**config.mk**
```make
export PLATFORM = sky130hd
export DESIGN_NAME = win33_atma_flat
export DESIGN_NICKNAME = d
export VERILOG_FILES = /design/src/rtl/win_pkg.sv /design/src/rtl/win33_atma_if.sv /design/src/rtl/win_lane_addsub3.sv /design/src/rtl/win33_atma.sv /design/src/flat_wrapper.sv
export SDC_FILE = /design/constraint.sdc
export NUM_CORES = 2
export LEC_CHECK = 0
export BUFFER_PORTS_ARGS = -buffer_cell sky130_fd_sc_hd__buf_2
export CAP_MARGIN = 20
export CORE_MARGIN = 2
export CORE_UTILIZATION = 30
export CTS_BUF_LIST = sky130_fd_sc_hd__clkbuf_4 sky130_fd_sc_hd__clkbuf_8
export CTS_CLUSTER_DIAMETER = 60
export CTS_CLUSTER_SIZE = 10
export DETAILED_ROUTE_END_ITERATION = 10
export RECOVER_POWER = 25
export SYNTH_ARGS = -nofsm -noshare
export SYNTH_HDL_FRONTEND = slang
export SYNTH_SLANG_ARGS = --single-unit
export TNS_END_PERCENT = 20
```
**constraint.sdc**
```tcl
create_clock -name clk -period 17.45 [get_ports clk]
set_input_delay 2.6175 -clock clk [delete_from_list [all_inputs] [get_ports clk]]
set_output_delay 2.6175 -clock clk [all_outputs]
set_load 0.02 [all_outputs]
```
**src/rtl/win_pkg.sv**
```systemverilog
// rtl/win_pkg.sv - shared constants and types for the Winograd transform blocks
// Purpose: FSM state encodings, lane-mode constant and completion level
// constants used by the transform stages. No ports.
package win_pkg;

  typedef logic [15:0] lane_t;

  localparam logic [1:0] ST_IDLE = 2'd0;
  localparam logic [1:0] ST_ROW  = 2'd1;
  localparam logic [1:0] ST_COL  = 2'd2;
  localparam logic [1:0] ST_DONE = 2'd3;

  // Lane mode: two independent 8-bit tiles packed in each 16-bit lane.
  localparam logic [1:0] MODE_8X8 = 2'b11;

  localparam logic Finish   = 1'b1;
  localparam logic UnFinish = 1'b0;

endpackage

```
**src/rtl/win33_atma_if.sv**
```systemverilog
// rtl/win33_atma_if.sv - request/result bundle of the Winograd output transform
// Purpose: groups the start handshake, tile inputs and result outputs.
// Ports (signals):
//   enable, bitwidth[1:0], m_row0..m_row3[63:0]  : request side (master drives)
//   y[63:0], busy, end_signal                   : result side (slave drives)
interface win33_atma_if;
  logic        enable;
  logic [1:0]  bitwidth;
  logic [63:0] m_row0;
  logic [63:0] m_row1;
  logic [63:0] m_row2;
  logic [63:0] m_row3;
  logic [63:0] y;
  logic        busy;
  logic        end_signal;

  modport master (
    output enable, bitwidth, m_row0, m_row1, m_row2, m_row3,
    input  y, busy, end_signal
  );

  modport slave (
    input  enable, bitwidth, m_row0, m_row1, m_row2, m_row3,
    output y, busy, end_signal
  );
endinterface

```
**src/rtl/win_lane_addsub3.sv**
```systemverilog
// rtl/win_lane_addsub3.sv - combinational three-operand lane adder a +/- b +/- c
// Purpose: r = a (+|-) b (+|-) c with wrap-around, optionally split into two
// independent 8-bit lanes with no carry from bit 7 into bit 8.
// Ports:
//   a, b, c [15:0] : operands
//   sub_b, sub_c   : 1 selects subtraction of b / c
//   split          : 1 selects dual 8-bit arithmetic
//   r [15:0]       : result
module win_lane_addsub3
  import win_pkg::*;
(
  input  lane_t a,
  input  lane_t b,
  input  lane_t c,
  input  logic  sub_b,
  input  logic  sub_c,
  input  logic  split,
  output lane_t r
);

  lane_t      b_t;
  lane_t      c_t;
  lane_t      full;
  logic [7:0] hi;

  always_comb begin
    b_t  = sub_b ? (16'd0 - b) : b;
    c_t  = sub_c ? (16'd0 - c) : c;
    full = a + b_t + c_t;
    // The low byte of the 16-bit sum is already the correct 8-bit result;
    // only the high byte must be recomputed without the low-byte carries.
    hi   = a[15:8]
         + (sub_b ? (8'd0 - b[15:8]) : b[15:8])
         + (sub_c ? (8'd0 - c[15:8]) : c[15:8]);
    r    = split ? {hi, full[7:0]} : full;
  end

endmodule

```
**src/rtl/win33_atma.sv**
```systemverilog
// rtl/win33_atma.sv - Winograd F(2x2,3x3) output transform Y = At * M * A
// Purpose: captures a 4x4 tile M, runs a row pass then a column pass with
// At = [1 1 1 0; 0 1 -1 -1], and presents the 2x2 result with a done pulse.
// Ports:
//   clk  : clock, rising edge
//   rst  : asynchronous active-high reset
//   bus  : win33_atma_if.slave (enable, bitwidth, m_row0..3 in; y, busy,
//          end_signal out)
module win33_atma
  import win_pkg::*;
(
  input  logic         clk,
  input  logic         rst,
  win33_atma_if.slave  bus
);

  logic [1:0]        state_q, state_d;
  logic [3:0][63:0]  m_q, m_d;
  logic [1:0]        mode_q, mode_d;
  lane_t [7:0]       t_q, t_d;
  logic [63:0]       y_q, y_d;
  logic              end_signal_q, end_signal_d;

  // t_row[0..3] = t0_j, t_row[4..7] = t1_j
  lane_t [7:0]       t_row;
  // y_col = {y11, y10, y01, y00}
  lane_t [3:0]       y_col;
  logic              split;

  // Mode is taken from the captured copy so a tile keeps its mode for both
  // passes regardless of what bitwidth does meanwhile.
  assign split = (mode_q == MODE_8X8);

  genvar j;
  generate
    for (j = 0; j < 4; j++) begin : g_row
      win_lane_addsub3 u_t0 (
        .a     (m_q[0][16*j +: 16]),
        .b     (m_q[1][16*j +: 16]),
        .c     (m_q[2][16*j +: 16]),
        .sub_b (1'b0),
        .sub_c (1'b0),
        .split (split),
        .r     (t_row[j])
      );
      win_lane_addsub3 u_t1 (
        .a     (m_q[1][16*j +: 16]),
        .b     (m_q[2][16*j +: 16]),
        .c     (m_q[3][16*j +: 16]),
        .sub_b (1'b1),
        .sub_c (1'b1),
        .split (split),
        .r     (t_row[4+j])
      );
    end

    // Row i of t feeds output row i: y_i0 = sum of first three, y_i1 = the
    // second At row applied along the same t row.
    for (j = 0; j < 2; j++) begin : g_col
      win_lane_addsub3 u_y0 (
        .a     (t_q[4*j]),
        .b     (t_q[4*j+1]),
        .c     (t_q[4*j+2]),
        .sub_b (1'b0),
        .sub_c (1'b0),
        .split (split),
        .r     (y_col[2*j])
      );
      win_lane_addsub3 u_y1 (
        .a     (t_q[4*j+1]),
        .b     (t_q[4*j+2]),
        .c     (t_q[4*j+3]),
        .sub_b (1'b1),
        .sub_c (1'b1),
        .split (split),
        .r     (y_col[2*j+1])
      );
    end
  endgenerate

  always_comb begin
    state_d      = state_q;
    m_d          = m_q;
    mode_d       = mode_q;
    t_d          = t_q;
    y_d          = y_q;
    end_signal_d = UnFinish;
    case (state_q)
      ST_IDLE: begin
        if (bus.enable) begin
          m_d     = {bus.m_row3, bus.m_row2, bus.m_row1, bus.m_row0};
          mode_d  = bus.bitwidth;
          state_d = ST_ROW;
        end
      end
      ST_ROW: begin
        t_d     = t_row;
        state_d = ST_COL;
      end
      ST_COL: begin
        y_d     = y_col;
        state_d = ST_DONE;
      end
      ST_DONE: begin
        // Registered pulse: visible in the cycle after leaving DONE, when the
        // FSM is already back in IDLE.
        end_signal_d = Finish;
        state_d      = ST_IDLE;
      end
      default: state_d = ST_IDLE;
    endcase
  end

  always_ff @(posedge clk or posedge rst) begin
    if (rst) begin
      state_q      <= ST_IDLE;
      m_q          <= '0;
      mode_q       <= 2'b00;
      t_q          <= '0;
      y_q          <= '0;
      end_signal_q <= UnFinish;
    end else begin
      state_q      <= state_d;
      m_q          <= m_d;
      mode_q       <= mode_d;
      t_q          <= t_d;
      y_q          <= y_d;
      end_signal_q <= end_signal_d;
    end
  end

  assign bus.y          = y_q;
  assign bus.busy       = (state_q != ST_IDLE);
  assign bus.end_signal = end_signal_q;

endmodule

```
**src/flat_wrapper.sv**
```systemverilog
// flat-port wrapper written by rule: the top's interface ports become plain ports
module win33_atma_flat import win_pkg::*;
  (clk, rst, bus_enable, bus_bitwidth, bus_m_row0, bus_m_row1, bus_m_row2, bus_m_row3, bus_y, bus_busy, bus_end_signal);
  win33_atma_if bus_i ();
  input  logic clk;
  input  logic rst;
  input wire logic [$bits(bus_i.enable)-1:0] bus_enable;
  input wire logic [$bits(bus_i.bitwidth)-1:0] bus_bitwidth;
  input wire logic [$bits(bus_i.m_row0)-1:0] bus_m_row0;
  input wire logic [$bits(bus_i.m_row1)-1:0] bus_m_row1;
  input wire logic [$bits(bus_i.m_row2)-1:0] bus_m_row2;
  input wire logic [$bits(bus_i.m_row3)-1:0] bus_m_row3;
  output wire logic [$bits(bus_i.y)-1:0] bus_y;
  output wire logic [$bits(bus_i.busy)-1:0] bus_busy;
  output wire logic [$bits(bus_i.end_signal)-1:0] bus_end_signal;
  assign bus_i.enable = bus_enable;
  assign bus_i.bitwidth = bus_bitwidth;
  assign bus_i.m_row0 = bus_m_row0;
  assign bus_i.m_row1 = bus_m_row1;
  assign bus_i.m_row2 = bus_m_row2;
  assign bus_i.m_row3 = bus_m_row3;
  assign bus_y = bus_i.y;
  assign bus_busy = bus_i.busy;
  assign bus_end_signal = bus_i.end_signal;
  win33_atma u_core (.clk(clk), .rst(rst), .bus(bus_i));
endmodule
```
### Word level (Yosys, flattened, before mapping)

Index checks and enable logic that the tools add are counted.

* register bits after elaboration: 453
* latch bits: 0
* memory bits (writable): 0
* memory bits (read-only): 0
* bits of input ports: 261
* output and inout bits: 66
* logic and storage cells: 111
* memories: 0

* add/sub/neg operators: 72
* multipliers: 0
* divide/modulo/power cells: 0
* magnitude comparators: 0
* equal/unequal tests: 5
* shift operators: 0
* mux-type cells: 15
* bitwise gates (word level): 0
* reductions and logical operators: 3

Operators with widths (number)
* 16-bit adder: 24
* 8-bit adder: 24
* 16-bit two-way mux: 12
* 1-bit by 16-bit subtractor with 16-bit output (first input constant): 12
* 1-bit by 8-bit subtractor with 8-bit output (first input constant): 12
* 2-bit one-hot mux with 4 select lines: 1
* 2-bit == test (second input constant): 3
* 2-bit by 1-bit == test with 1-bit output (second input constant): 1
* 2-bit logical NOT: 1
* 2-bit two-way mux: 1
* 2-bit inequality test (second input constant): 1
* 2-bit AND reduction: 1
* 2-bit nonzero test: 1
* 1-bit two-way mux: 1

### Logic depth before layout (Yosys ltp)

* depth in word-level cells: 4
* mapped depth: 13
* mapped depth without buffers: 13

### By module

A second synthesis with hierarchy kept.

* cell total of the unflattened synthesis: 4867
* area, all modules: 47212.8 µm²

Modules (own cells, without submodules)
* win33_atma: instances 1, cells an instance 969, area each 17669.4 µm², seq. area each 11335.9 µm²
* win_lane_addsub3 at u_core.g_col[0].u_y0 ...: instances 5, cells an instance 328, area each 2477.4 µm², seq. area each 0.0 µm²
* win_lane_addsub3 at u_core.g_row[2].u_t1 ...: instances 2, cells an instance 327, area each 2503.7 µm², seq. area each 0.0 µm²
* win_lane_addsub3 at u_core.g_row[1].u_t1: instances 1, cells an instance 316, area each 2459.9 µm², seq. area each 0.0 µm²
* win_lane_addsub3 at u_core.g_row[2].u_t0: instances 1, cells an instance 327, area each 2447.3 µm², seq. area each 0.0 µm²
* win_lane_addsub3 at u_core.g_row[0].u_t0: instances 1, cells an instance 322, area each 2421.1 µm², seq. area each 0.0 µm²
* win_lane_addsub3 at u_core.g_row[1].u_t0: instances 1, cells an instance 321, area each 2418.6 µm², seq. area each 0.0 µm²
* win_lane_addsub3 at u_core.g_row[3].u_t1: instances 1, cells an instance 318, area each 2402.3 µm², seq. area each 0.0 µm²

### Least setup slack after synthesis

No wires, ideal clock.

* path kind: input to register
* start: in bus_enable
* end: reg u_core.m_q[192] (netlist name)
* setup time: 0.125 ns
* data arrival time: 3.803 ns
* data required time: 17.325 ns
* setup slack: 13.523 ns
* stages on the path: 4
* buffers on the path: 2
* cell sequence: nand2_1 buf_1 buf_1 mux2_2

* longest elaborated chain between the ends: 1

RTL lines
* start, declared: line flat_wrapper.sv:7 `input wire logic [$bits(bus_i.enable)-1:0] bus_enable;`
* 2-bit AND reduction (no line)
* end signal, assigned: line win33_atma.sv:124 `m_q <= m_d;`
* end, declared: line win33_atma.sv:18 `logic [3:0][63:0] m_q, m_d;`

Every way passes these cells.
A chain may end at the register's enable or synchronous reset.

==> results.md <==
Clocking:
- The clock network latency to the later pin of the worst-skew pair is 730 ps.
- The post-cts hold buffer count is 0.
- The post-cts repair resize count is 0.
- The tree built by TritonCTS fans out to between 400 and 500 sinks.
- The cell sitting at the root of the clock tree is a clkbuf_8.
- The H-tree depth is 2.
- TritonCTS built the clock tree.
- The number of clock buffers added by TritonCTS is 60.
- Counting along the longest clock path gives a buffer depth of 3.
- The number of setup buffers added after CTS is 0.
- After clock tree synthesis, the clock-pin slew on the worst setup and hold paths is ~70 ps.

GRT:
- The wire length of the first global-routing pass is about 130000 um.
- The initial antenna violation count is 12.
- The via count of the first global-routing pass came to roughly 22000.
- Summed over all layers, the global routing overflow is 0.
- Entering global routing, the biggest net connects 164 pins.
- Across every metal layer, demand over resource in global routing totals 16.66%.

Critical path:
- The highest net fanout along the worst path is 94.
- The required time of the worst setup path is around 18000 ps.
- Walking the worst path, the cells encountered are buf_2, clkinvlp_2, buf_4, buf_4.
- The data arrival at the endpoint of the critical path is between 7000 and 8000 ps.
- The cell type of the slowest stage on the worst timing path is clkinvlp_2.
- The cell count of the worst reg-to-reg path is 7.
- STA classifies the critical path startpoint as an input pin.
- The terminus of the critical flop-to-flop path is u_core.t_q[30].
- The critical path is of the input pin to asynchronous set/reset pin type.
- The worst register-to-register path has a setup slack of approximately 11000 ps.
- The longest individual stage delay on the worst path is between 2000 and 2500 ps.
- The worst setup path is captured at an asynchronous set/reset pin.
- The beginning of the worst register-to-register path is u_core.state_q[1].
- The cell repeated most along the worst path is buf_4.

Timing:
- The transition time at the pin with the least slew margin is about 4400 ps.
- The accumulated negative setup slack is 0 ps.
- The count of final hold-check violations is 0.
- The worst path uses between 30% and 40% of the clock period.
- The clock period could shrink to 6377 ps.
- Setup repair after global routing left no endpoint under its margin.
- The count of pins over their slew limit is 445.
- Measured against its own limit, the worst slew margin works out to -194.9%.
- Setup violations remaining at the end of the flow were counted as 0.
- For the final database, setup skew stands at ~31 ps.
- For this run, the top clock speed supported by timing is roughly 0.16 GHz.

Yosys:
- The sequential fraction of the synthesis area is 36.76%.
- The synthesized-area fraction occupied by and/or/nand/nor cells is just over 7%.
- The count of cell types in the netlist is a little over 80.
- Synthesis produced 2822 cells.
- After synthesis the netlist holds a flip-flop and latch count of around 450.
- The share of flip-flops with an asynchronous set or reset is 100.0%.
- The adder and majority cell fraction of the synthesized area is a little over a fifth.
- Dividing the synthesized area by the synthesized cell count gives between 10 and 15 sq um.
- The area fraction in compound gates after synthesis is 12.68%.
- Counting every net in the synthesized netlist gives around 3500.
- Yosys printed 0 warnings.
- The main combinational cell family by area after synthesis is adder cells.
- The number of flops mapped to enable cells by yosys is 0.
- The multiplexer area fraction after synthesis is between 10 and 15%.
- The combined area of all synthesized cells is approximately 31000 sq um.
- The primary flip-flop cell chosen by synthesis mapping is dfrtp_1.
- The parity-gate share of the synthesized area counting xor and xnor cells is under 10%.

Floorplan:
- In this run the vertical extent of the chip is roughly 320 um.
- The region available for standard cell placement spans 101900 sq um.
- The initial utilization of the core area, before any placement, comes to 30.26%.
- The site row count is about 120.
- The number of I/O pins is around 330.
- The die span in x is between 300 and 400 um.
- The die covers roughly 110000 sq um.

Route:
- After detailed routing, the average wire length per cell comes to 19.40 um.
- The via density per instance is 4.778.
- Across all layers, the routed design uses about 22000 vias.
- For this run, design rule violations remaining after detail routing come to 0.
- For this block, the initial DRC count from the detailed router was approximately 1300.
- The post-detailed-route count of antenna-violating nets is 0.
- The final layout contains routed wiring with a total length of approximately 88000 um.
- The first detailed-routing pass ran for 5 iterations.

Final layout:
- The area used by multi-input combinational logic is approximately 18000 sq um.
- At the end of the flow, the number of nets in the layout was about 3800.
- The share of final-layout standard cells stronger than drive strength 1 is about 24%.
- The flip-flop and latch area is 11340 sq um.
- The number of fillers in the final layout is 10412.
- The post-route core utilization is around a third.
- The signed area change from the synthesized netlist to the final layout is 13.98%.

Place:
- The count of buffers added on input and output ports is 326.
- Once detailed placement completed, the half-perimeter wirelength came to approximately 70000 um.
- At the end of routability-driven placement, the weighted congestion stood at 0.8865.

Outcome:
- The checks that failed: max-capacitance violations, max-slew violations.
- The flow ran to the end, but the final reports show violations.

Min path:
- The worst hold path begins at u_core.bus.y[49].
- The endpoint with the worst hold slack is u_core.bus.y[49].
- The hold-critical path depth is 2.
- The tightest min-delay check is of the register to register type.

Flow run:
- Across the run, the number of max-cap violations was 8.
==> per-layer routing <==
metal  global-route usage (%)  vias to the layer above  wire [um]
met5                        0                        -         11
met4                    4.982                        2       2684
met1                    22.30                    10681      39480
li1                         -                    10411          -
met2                    27.23                      443      41150
met3                    3.224                      118       4572
==> layout by cell type, fill, tap and decap left out, types with 33 or more instances in the layout <==
cell      count
buf_2       325
nor2_1      144
a21oi_1     166
nand3_1      34
nor3_1       36
xnor2_1     140
xor2_1       33
inv_1       301
mux2_2      317
nand2_1     111
fa_1        192
a21o_1       58
clkbuf_8     67
o21a_1       34
ha_1        221
o21ai_0     125
dfrtp_1     453
==> kinds of logic after synthesis <==
logic type	after synthesis
simple gates	457
mux	338
xor+xnor	173
compound gates	595
flops	453
buf+inv	390
fa+ha+maj	416
==> metrics by stage <==
stage / hold slack [ps] / area (sq um) / cells / worst slack [ps]
floorplan: 472.5 / 30840 / 2822 / 2205
global route: 514.4 / 35150 / 4532 / 10270
detailed placement: 478.8 / 33990 / 4441 / 11790
CTS: 496.6 / 35200 / 4531 / 12570
finish: 492.6 / 35150 / 4532 / 11070
global placement: 462.8 / 33990 / 4441 / 11790
==> how the worst max path moves through the flow <==
stage	slack, ps	end	cells past startpoint	startpoint
floorplan	2210	u_core.bus.end_signal	1	rst
detailed placement	11790	u_core.m_q[213]	5	bus_enable
finish	11070	u_core.t_q[108]	4	rst
global route	10270	u_core.t_q[118]	4	rst
CTS	12570	u_core.m_q[221]	5	bus_enable
global placement	11790	u_core.m_q[208]	5	bus_enable
==> area by class of cell <==
cell class / count / area share (%)
clock inverters: 17 / 0.6906
diodes: 1 / 0.007120
well taps: 1368 / 4.870
multi-input cells: 1979 / 51.29
repair buffers: 339 / 4.909
flip-flops and latches: 453 / 32.25
clock buffers: 73 / 2.752
inverters: 302 / 3.229
==> synthesized netlist by cell type (all sizes together), types with 7 or more instances <==
cell	n	share of area (%)
nor3	36	0.58
a21o	58	1.4
clkbuf	65	0.80
buf	23	0.32
a211o	12	0.34
and2	13	0.27
nand2	112	1.4
dfrtp	453	37
nor4	10	0.22
a31oi	21	0.43
fa	192	12
a2111oi	10	0.45
inv	302	3.7
o221ai	7	0.20
xnor2	140	4.0
ha	221	9.0
o211ai	22	0.54
xor2	33	0.94
a21oi	166	2.7
and3	24	0.49
o31ai	18	0.44
mux2	318	12
nor2b	23	0.47
o21bai	17	0.41
mux2i	20	0.65
nand3	34	0.55
o21a	34	0.83
or3	18	0.37
nand4	17	0.34
a211oi	25	0.62
nor2	144	1.8
nand2b	8	0.16
o21ai	126	2.0
a21boi	8	0.19
==> registers in the layout, summed over array words and instances (netlist names) <==
signal and cells:
u_core.mode_q 2, u_core.state_q 2, u_core.m_q 256, u_core.t_q 128
u_core.bus.y 64, u_core.bus.end_signal 1
==> critical path: cells and delay by family <==
| family | cells | cell delay (ps) |
|---|---|---|
| buffers and inverters | 4 | 4250 |
Power is not shown: default switching activity piles up to over one toggle a cycle in this logic, so the estimate is an artifact.
